<file path="config.mk">
export PLATFORM = sky130hd
export DESIGN_NAME = dco_tune_ctrl
export DESIGN_NICKNAME = d
export VERILOG_FILES = /design/src/rtl/dco_tune_ctrl.sv
export SDC_FILE = /design/constraint.sdc
export NUM_CORES = 1
export LEC_CHECK = 0
export CAP_MARGIN = 20
export CORE_UTILIZATION = 47
export CTS_CLUSTER_DIAMETER = 30
export DETAILED_ROUTE_END_ITERATION = 6
export PLACE_DENSITY = 0.75
export SYNTH_ARGS = -nofsm -noshare
export SYNTH_HDL_FRONTEND = slang
export SYNTH_SLANG_ARGS = --single-unit
export TNS_END_PERCENT = 10
</file>
<file path="constraint.sdc">
create_clock -name clk_i -period 2.2 [get_ports clk_i]
set_clock_uncertainty 0.2 [all_clocks]
set_input_delay 0.33 -clock clk_i [delete_from_list [all_inputs] [get_ports clk_i]]
set_output_delay 0.33 -clock clk_i [all_outputs]
set_load 0.005 [all_outputs]
</file>
<file path="src/rtl/dco_tune_ctrl.sv">
// Successive-approximation tuner for a ring-oscillator DCO: trims freq_sel_o MSB first
// until the external counter's measurement best matches the latched target count.
module dco_tune_ctrl #(
  parameter int CTRL_WIDTH     = 5,
  parameter int CNT_WIDTH      = 16,
  parameter int SETTLE_CYCLES  = 64,
  parameter int TIMEOUT_CYCLES = 4096
) (
  input  logic                  clk_i,
  input  logic                  rst_n_i,
  input  logic                  start_i,
  input  logic                  stop_i,
  input  logic [CNT_WIDTH-1:0]  target_cnt_i,
  input  logic [CNT_WIDTH-1:0]  meas_cnt_i,
  input  logic                  meas_valid_i,
  output logic                  meas_req_o,
  output logic                  osc_enable_o,
  output logic [CTRL_WIDTH-1:0] freq_sel_o,
  output logic                  busy_o,
  output logic                  locked_o,
  output logic                  fault_o
);

  localparam int IDX_W    = (CTRL_WIDTH > 1) ? $clog2(CTRL_WIDTH) : 1;
  localparam int MAX_WAIT = (SETTLE_CYCLES > TIMEOUT_CYCLES) ? SETTLE_CYCLES : TIMEOUT_CYCLES;
  localparam int TMR_W    = $clog2(MAX_WAIT + 1);

  localparam logic [TMR_W-1:0]      SETTLE_LAST  = TMR_W'(SETTLE_CYCLES - 1);
  localparam logic [TMR_W-1:0]      TIMEOUT_LAST = TMR_W'(TIMEOUT_CYCLES - 1);
  localparam logic [IDX_W-1:0]      IDX_MSB      = IDX_W'(CTRL_WIDTH - 1);
  localparam logic [CTRL_WIDTH-1:0] SEL_MSB      = CTRL_WIDTH'(1) << (CTRL_WIDTH - 1);

  typedef enum logic [2:0] {
    S_IDLE,
    S_SETTLE,
    S_MEASURE,
    S_LOCKED,
    S_FAULT
  } state_t;

  state_t                r_state, w_state_nxt;
  logic [IDX_W-1:0]      r_idx, w_idx_nxt;
  logic [TMR_W-1:0]      r_tmr, w_tmr_nxt;
  logic [CNT_WIDTH-1:0]  r_target, w_target_nxt;
  logic [CTRL_WIDTH-1:0] r_freq_sel, w_freq_sel_nxt;
  logic                  r_meas_req, w_meas_req_nxt;
  logic                  r_osc_en, w_osc_en_nxt;
  logic                  r_busy, w_busy_nxt;
  logic                  r_locked, w_locked_nxt;
  logic                  r_fault, w_fault_nxt;
  logic                  w_start_acc;

  assign w_start_acc = start_i &&
                       (r_state == S_IDLE || r_state == S_LOCKED || r_state == S_FAULT);

  // NOTE: non-blocking assignments here so every register samples pre-edge values.
  always_ff @(posedge clk_i or negedge rst_n_i) begin
    if (!rst_n_i) begin
      r_state    <= S_IDLE;
      r_idx      <= '0;
      r_tmr      <= '0;
      r_target   <= '0;
      r_freq_sel <= '0;
      r_meas_req <= 1'b0;
      r_osc_en   <= 1'b0;
      r_busy     <= 1'b0;
      r_locked   <= 1'b0;
      r_fault    <= 1'b0;
    end else begin
      r_state    <= w_state_nxt;
      r_idx      <= w_idx_nxt;
      r_tmr      <= w_tmr_nxt;
      r_target   <= w_target_nxt;
      r_freq_sel <= w_freq_sel_nxt;
      r_meas_req <= w_meas_req_nxt;
      r_osc_en   <= w_osc_en_nxt;
      r_busy     <= w_busy_nxt;
      r_locked   <= w_locked_nxt;
      r_fault    <= w_fault_nxt;
    end
  end

  // NOTE: every always_comb output gets a default first, so no path can infer a latch.
  always_comb begin
    w_state_nxt = r_state;
    if (stop_i) begin
      w_state_nxt = S_IDLE;
    end else begin
      unique case (r_state)
        S_IDLE, S_LOCKED, S_FAULT: if (start_i) w_state_nxt = S_SETTLE;
        S_SETTLE:                  if (r_tmr == SETTLE_LAST) w_state_nxt = S_MEASURE;
        S_MEASURE: begin
          if (meas_valid_i)                w_state_nxt = (r_idx == '0) ? S_LOCKED : S_SETTLE;
          else if (r_tmr == TIMEOUT_LAST)  w_state_nxt = S_FAULT;
        end
        default:                   w_state_nxt = S_IDLE;
      endcase
    end
  end

  // Outputs are registered: their next values are decoded from the next state.
  always_comb begin
    w_idx_nxt      = r_idx;
    w_target_nxt   = r_target;
    w_freq_sel_nxt = r_freq_sel;
    w_tmr_nxt      = '0;
    if (w_state_nxt == r_state && (r_state == S_SETTLE || r_state == S_MEASURE))
      w_tmr_nxt = r_tmr + 1'b1;

    if (stop_i) begin
      w_freq_sel_nxt = '0;
      w_idx_nxt      = '0;
    end else if (w_start_acc) begin
      w_freq_sel_nxt = SEL_MSB;
      w_idx_nxt      = IDX_MSB;
      w_target_nxt   = target_cnt_i;
    end else if (r_state == S_MEASURE && meas_valid_i) begin
      // Oscillator too fast: drop the trial bit; equal counts keep it.
      if (meas_cnt_i > r_target) w_freq_sel_nxt[r_idx] = 1'b0;
      if (r_idx != '0) begin
        w_freq_sel_nxt[r_idx - 1'b1] = 1'b1;
        w_idx_nxt                    = r_idx - 1'b1;
      end
    end else if (w_state_nxt == S_FAULT) begin
      w_freq_sel_nxt = '0;
    end

    w_busy_nxt     = (w_state_nxt == S_SETTLE) || (w_state_nxt == S_MEASURE);
    w_osc_en_nxt   = w_busy_nxt || (w_state_nxt == S_LOCKED);
    w_meas_req_nxt = (w_state_nxt == S_MEASURE);
    w_locked_nxt   = (w_state_nxt == S_LOCKED);
    w_fault_nxt    = (w_state_nxt == S_FAULT);
  end

  assign meas_req_o   = r_meas_req;
  assign osc_enable_o = r_osc_en;
  assign freq_sel_o   = r_freq_sel;
  assign busy_o       = r_busy;
  assign locked_o     = r_locked;
  assign fault_o      = r_fault;

endmodule

</file>
## Word-level counts from Yosys, hierarchy flattened

Index checks and enable logic that the tools add are counted.

- Flip-flop bits (word level): 45
- Output and inout bits: 10

- Add/subtract/negate cells: 2
- Magnitude comparators: 5
- Eq/ne operators: 11
- Mux-type cells: 25
- Bitwise operators: 4
- Reductions and logical operators: 19

Operator list:

| cell | number |
|---|---|
| $mux 5 | 9 |
| $mux 3 | 9 |
| $gt 16x16->1 | 1 |
| $add 13x1->13 const B | 1 |
| $eq 13x12->1 const B | 1 |
| $eq 13x6->1 const B | 1 |
| $mux 13 | 1 |
| $eq 3x2->1 const B | 4 |
| $pmux 3 s3 | 1 |
| $reduce_bool 3->1 | 3 |
| $lt 3x4->1 const B | 2 |
| $demux 1 s3 | 2 |
| $eq 3x1->1 const B | 2 |
| $eq 3x3->1 const B | 2 |
| $ge 3x1->1 const B | 2 |
| $logic_not 3->1 | 2 |
| $and 5x5->5 | 1 |
| $logic_and 1x1->1 | 5 |
| $logic_or 1x1->1 | 5 |
| $not 5->5 | 1 |
| $or 5x5->5 | 1 |
| $reduce_and 2->1 | 2 |
| $reduce_bool 4->1 | 1 |
| $eq 3x3->1 | 1 |
| 5 further kinds | 6 |

## Depth between registers and ports, before layout

- Word-level depth: 15
- Depth in mapped cells: 8
- Gate-level depth less buffers: 8

## Least setup slack after synthesis

OpenSTA, ideal clock, no wires.

- Path kind: register -> register
- From: register r_target[15]
- To: register r_freq_sel[2], in the netlist freq_sel_o[2]
- Arrival time: 1.858 ns
- Required time: 1.866 ns
- Path slack: 0.008 ns
- Cell stages (with the launch flop): 9
- Buffers on the path: 0
- Cells stage by stage: dfrtp_1 -> inv_1 -> ha_1 -> nand4_1 -> or2_4 -> a2111oi_4 -> nor4b_2 -> nor4b_1 -> o21ai_1

- Cells in the longest elaborated chain, start to end: 10

RTL lines:

| item | RTL line | source |
|---|---|---|
| start, declared | 44 | `logic [CNT_WIDTH-1:0] r_target, w_target_nxt;` |
| start signal, assigned | 73 | `r_target <= w_target_nxt;` |
| $gt 16x16->1 * | 119 | `if (meas_cnt_i > r_target) w_freq_sel_nxt[r_idx] = 1'b0;` |
| $mux 5 * | 119 |  |
| $mux 5 * | 117 | `end else if (r_state == S_MEASURE && meas_valid_i) begin` |
| $mux 5 * | 113 | `end else if (w_start_acc) begin` |
| $mux 5 * | 110 | `if (stop_i) begin` |
| $or 5x5->5 (no line) | -- |  |
| $mux 5 * | 120 | `if (r_idx != '0) begin` |
| $mux 5 * | 117 |  |
| $mux 5 * | 113 |  |
| $mux 5 * | 110 |  |
| end signal, assigned | 74 | `r_freq_sel <= w_freq_sel_nxt;` |
| end, declared | 45 | `logic [CTRL_WIDTH-1:0] r_freq_sel, w_freq_sel_nxt;` |

Every way passes the cells marked *; elsewhere a longest branch is shown, timed or not. The select of a mux whose other input is x is not followed.
A chain may end at the register's enable or synchronous reset.

## Worst setup path after layout

- From: input meas_cnt_i[1]
- To: register r_freq_sel[4], in the netlist freq_sel_o[4]

- Cells in the longest elaborated chain, start to end: 10

RTL lines:

| item | RTL line | source |
|---|---|---|
| start, declared | 14 | `input logic [CNT_WIDTH-1:0] meas_cnt_i,` |
| $gt 16x16->1 * | 119 |  |
| $mux 5 * | 119 |  |
| $mux 5 * | 117 |  |
| $mux 5 * | 113 |  |
| $mux 5 * | 110 |  |
| $or 5x5->5 (no line) | -- |  |
| $mux 5 * | 120 |  |
| $mux 5 * | 117 |  |
| $mux 5 * | 113 |  |
| $mux 5 * | 110 |  |

Marked as above.

==> run_results.csv <==
group,metric,value,unit
timing,setup_viol,5,
setup_path,path_class,"input port to flip-flop",
setup_path,r2r_slack,-0.01,ns
yosys,synthFlopType,"dfrtp_1",
layout,layout_common_cells,"dfrtp_1 (45), clkdlybuf4s50_1 (41), nor2_1 (30)",
route,wirelength,5370,um
timing,rsz0062_at_grt,"yes",
yosys,synth_edf_count,0,
layout,insertedDiodeCount,0,
die,die_area,5760,um^2
hold_path,min_delay_path_depth,1,
clocking,cts_max_level,2,
power_and_ir_drop,p_per_area,577,nW/um^2
yosys,syn_area,2560,um^2
yosys,postSynthAreaPerCell,9.98,um^2
route,drt_iter0_markers,72,
placement,port_buffers,46,
route,wl_per_cell,13.9,um
die,initial_core_util,49.6,%
layout,layout_commonest_cell,"dfrtp_1",
clocking,root_buffer,"clkbuf_8",
timing,min_period_over_period,102,%
timing,tightest_slew,0.527,ns
die,coreArea,5170,um^2
global_routing,grt_pass1_vias,1901,
route,via_count,2023,
setup_path,critical_path_arrival,2.25,ns
timing,slew_viol_final,0,
setup_path,worstReg2RegStart,"r_target[15]$_DFFE_PN0P_",
hold_path,min_from,"r_tmr[0]$_DFF_PN0_",
yosys,syn_inst,257,
clocking,clock_latency,0.30,ns
status,violations,"negative setup slack",
layout,syn_to_final_growth,29.8,%
yosys,seq_area_frac_synth,43.9,%
status,outcome,"complete, but fails checks",
clocking,cts_max_path_buffers,2,
timing,hold_violations,0,
placement,place_congestion,0.777,
timing,period_minus_slack,2.24,ns
run,maxCapViolCount,0,
timing,relSlewSlack,64.9,%
route,drt_first_pass_iters,4,
global_routing,antenna_found_initial,0,
die,die_y,75.9,um
clocking,cts_tree,"done",
yosys,syn_nets,313,
die,die_x,75.9,um
die,rows,26,
timing,setup_slack,-0.0356,ns
power_and_ir_drop,p_leak,0.00150,uW
setup_path,critical_path.max_fanout,3,
route,avgViaCountPerCell,5.23,
clocking,numCtsBuffers,5,
setup_path,timing.rr.end,"freq_sel_o[2]$_DFFE_PN0P_",
layout,final_util,64.4,%
layout,fin_nets,373,
hold_path,hold-path-endpoint,"r_tmr[0]$_DFF_PN0_",
clocking,cts.sinks,45,
yosys,yosysWarnings,0,
global_routing,grt_use_total,20.1,%
placement,dp_hpwl,3990,um
setup_path,required,2.22,ns
route,postRouteAntennaNets,0,
global_routing,grt_pass1_wl,8480,um
setup_path,r2r_cells,8,
timing,fmax,447,MHz
power_and_ir_drop,peakVddDrop,259,uV
die,boundaryPins,47,
global_routing,grt_max_degree,25,
layout,fin_area,3330,um^2
clocking,clk_pin_slew,0.09,ns
route,drc,0,
setup_path,worstSetupEndpointType,"flip-flop",
placement,dpl-instance-area,3170,um^2
setup_path,cp-start-kind,"input port",
global_routing,grt_overflow,0,
yosys,ys_seq_elements,45,
yosys,async_reset_ff_share,100,%
hold_path,holdCritPathClass,"flip-flop to flip-flop",
yosys,synth_cell_types,46,
layout,layout-drive-gt1-share,15.5,%
[flip-flops by register name (all words and copies together) (netlist names)]
| register | cells |
|---|---|
| busy_o | 1 |
| locked_o | 1 |
| fault_o | 1 |
| r_tmr | 13 |
| r_target | 16 |
| osc_enable_o | 1 |
| freq_sel_o | 5 |
| r_state | 3 |
| meas_req_o | 1 |
| r_idx | 3 |
[final cells by class]
class | instances | area [um^2]
Fill cell | 428 | 1840
Clock buffer | 7 | 86.3
Inverter | 25 | 93.8
Tap cell | 70 | 87.6
Timing Repair Buffer | 57 | 561
Sequential cell | 45 | 1130
Multi-Input combinational cell | 183 | 1380
[how the worst max path moves through the flow]
stage / cells after the start / from / endpoint
after detailed placement: 8 / meas_cnt_i[13] / freq_sel_o[2]$_DFFE_PN0P_
final: 8 / meas_cnt_i[1] / freq_sel_o[4]$_DFFE_PN0P_
after floorplan: 8 / r_target[15]$_DFFE_PN0P_ / freq_sel_o[2]$_DFFE_PN0P_
after global routing: 8 / r_target[15]$_DFFE_PN0P_ / freq_sel_o[2]$_DFFE_PN0P_
after CTS: 8 / r_target[14]$_DFFE_PN0P_ / freq_sel_o[2]$_DFFE_PN0P_
after global placement: 8 / meas_cnt_i[14] / freq_sel_o[2]$_DFFE_PN0P_
[synthesized netlist by cell type, drive strengths merged (6+ instances only)]
master / count / area [um^2]
xor2: 6 / 52.6
ha: 19 / 238
o21ai: 8 / 40.0
a21oi: 13 / 65.1
nor3: 6 / 30.0
mux2: 17 / 191
xnor2: 6 / 52.6
nand2: 19 / 71.3
dfrtp: 45 / 1130
nand3: 9 / 45.0
nor2: 31 / 119
inv: 25 / 93.8
[report_power, final]
group          switching (uW)  internal [uW]
combinational             220            248
sequential               38.9            895
clock                     269            250
total                     528           1390
[layer usage]
layer | vias up | track usage, % | share of wire, %
li1 | 1015 | - | -
met1 | 962 | 24.3 | 44
met2 | 36 | 35.3 | 50
met3 | 10 | 4.89 | 4.0
met4 | 0 | 6.17 | 1.6
met5 | - | 0 | 0
[timing repair]
action                     CTS  global route
hold endpoints to repair    21             0
setup endpoints to repair    5             5
setup buffers                2             0
resized for setup           10             3
pin swaps                   13             2
hold buffers                 1             0
[per-stage QoR]
step           std cells  hold WS, ns  TNS, ns  power, uW  worst slack (ns)
2_1_floorplan        257       -0.166        0       1210           0.00804
3_3_place_gp         377        0.128    -2.20       1360            -0.495
3_5_place_dp         377        0.129    -2.74       1380            -0.639
4_1_cts              387        0.290  -0.0636       1930           -0.0248
5_1_grt              387        0.310   -0.601       2020            -0.146
6_report             387        0.287  -0.0560       1920           -0.0356
[cell families (layout without fill, tap and decap cells)]
logic type | count (synthesis) | after routing | share of synthesized area (%)
compound gates | 39 | 39 | 10.3
simple gates | 94 | 94 | 19.4
xor+xnor | 12 | 12 | 4.10
flops | 45 | 45 | 43.9
mux | 19 | 19 | 8.24
fa+ha+maj | 19 | 19 | 9.27
buf+inv | 29 | 89 | 4.73
[critical path, cell delays in order]
cell,delay (ns)
clkdlybuf4s50_1,0.41
ha_1,0.30
nor2b_2,0.16
o211ai_2,0.19
a2111oi_4,0.11
nor4b_4,0.45
o211ai_1,0.14
a31oi_1,0.16
No activity file was read; power rests on OpenSTA's default activity.
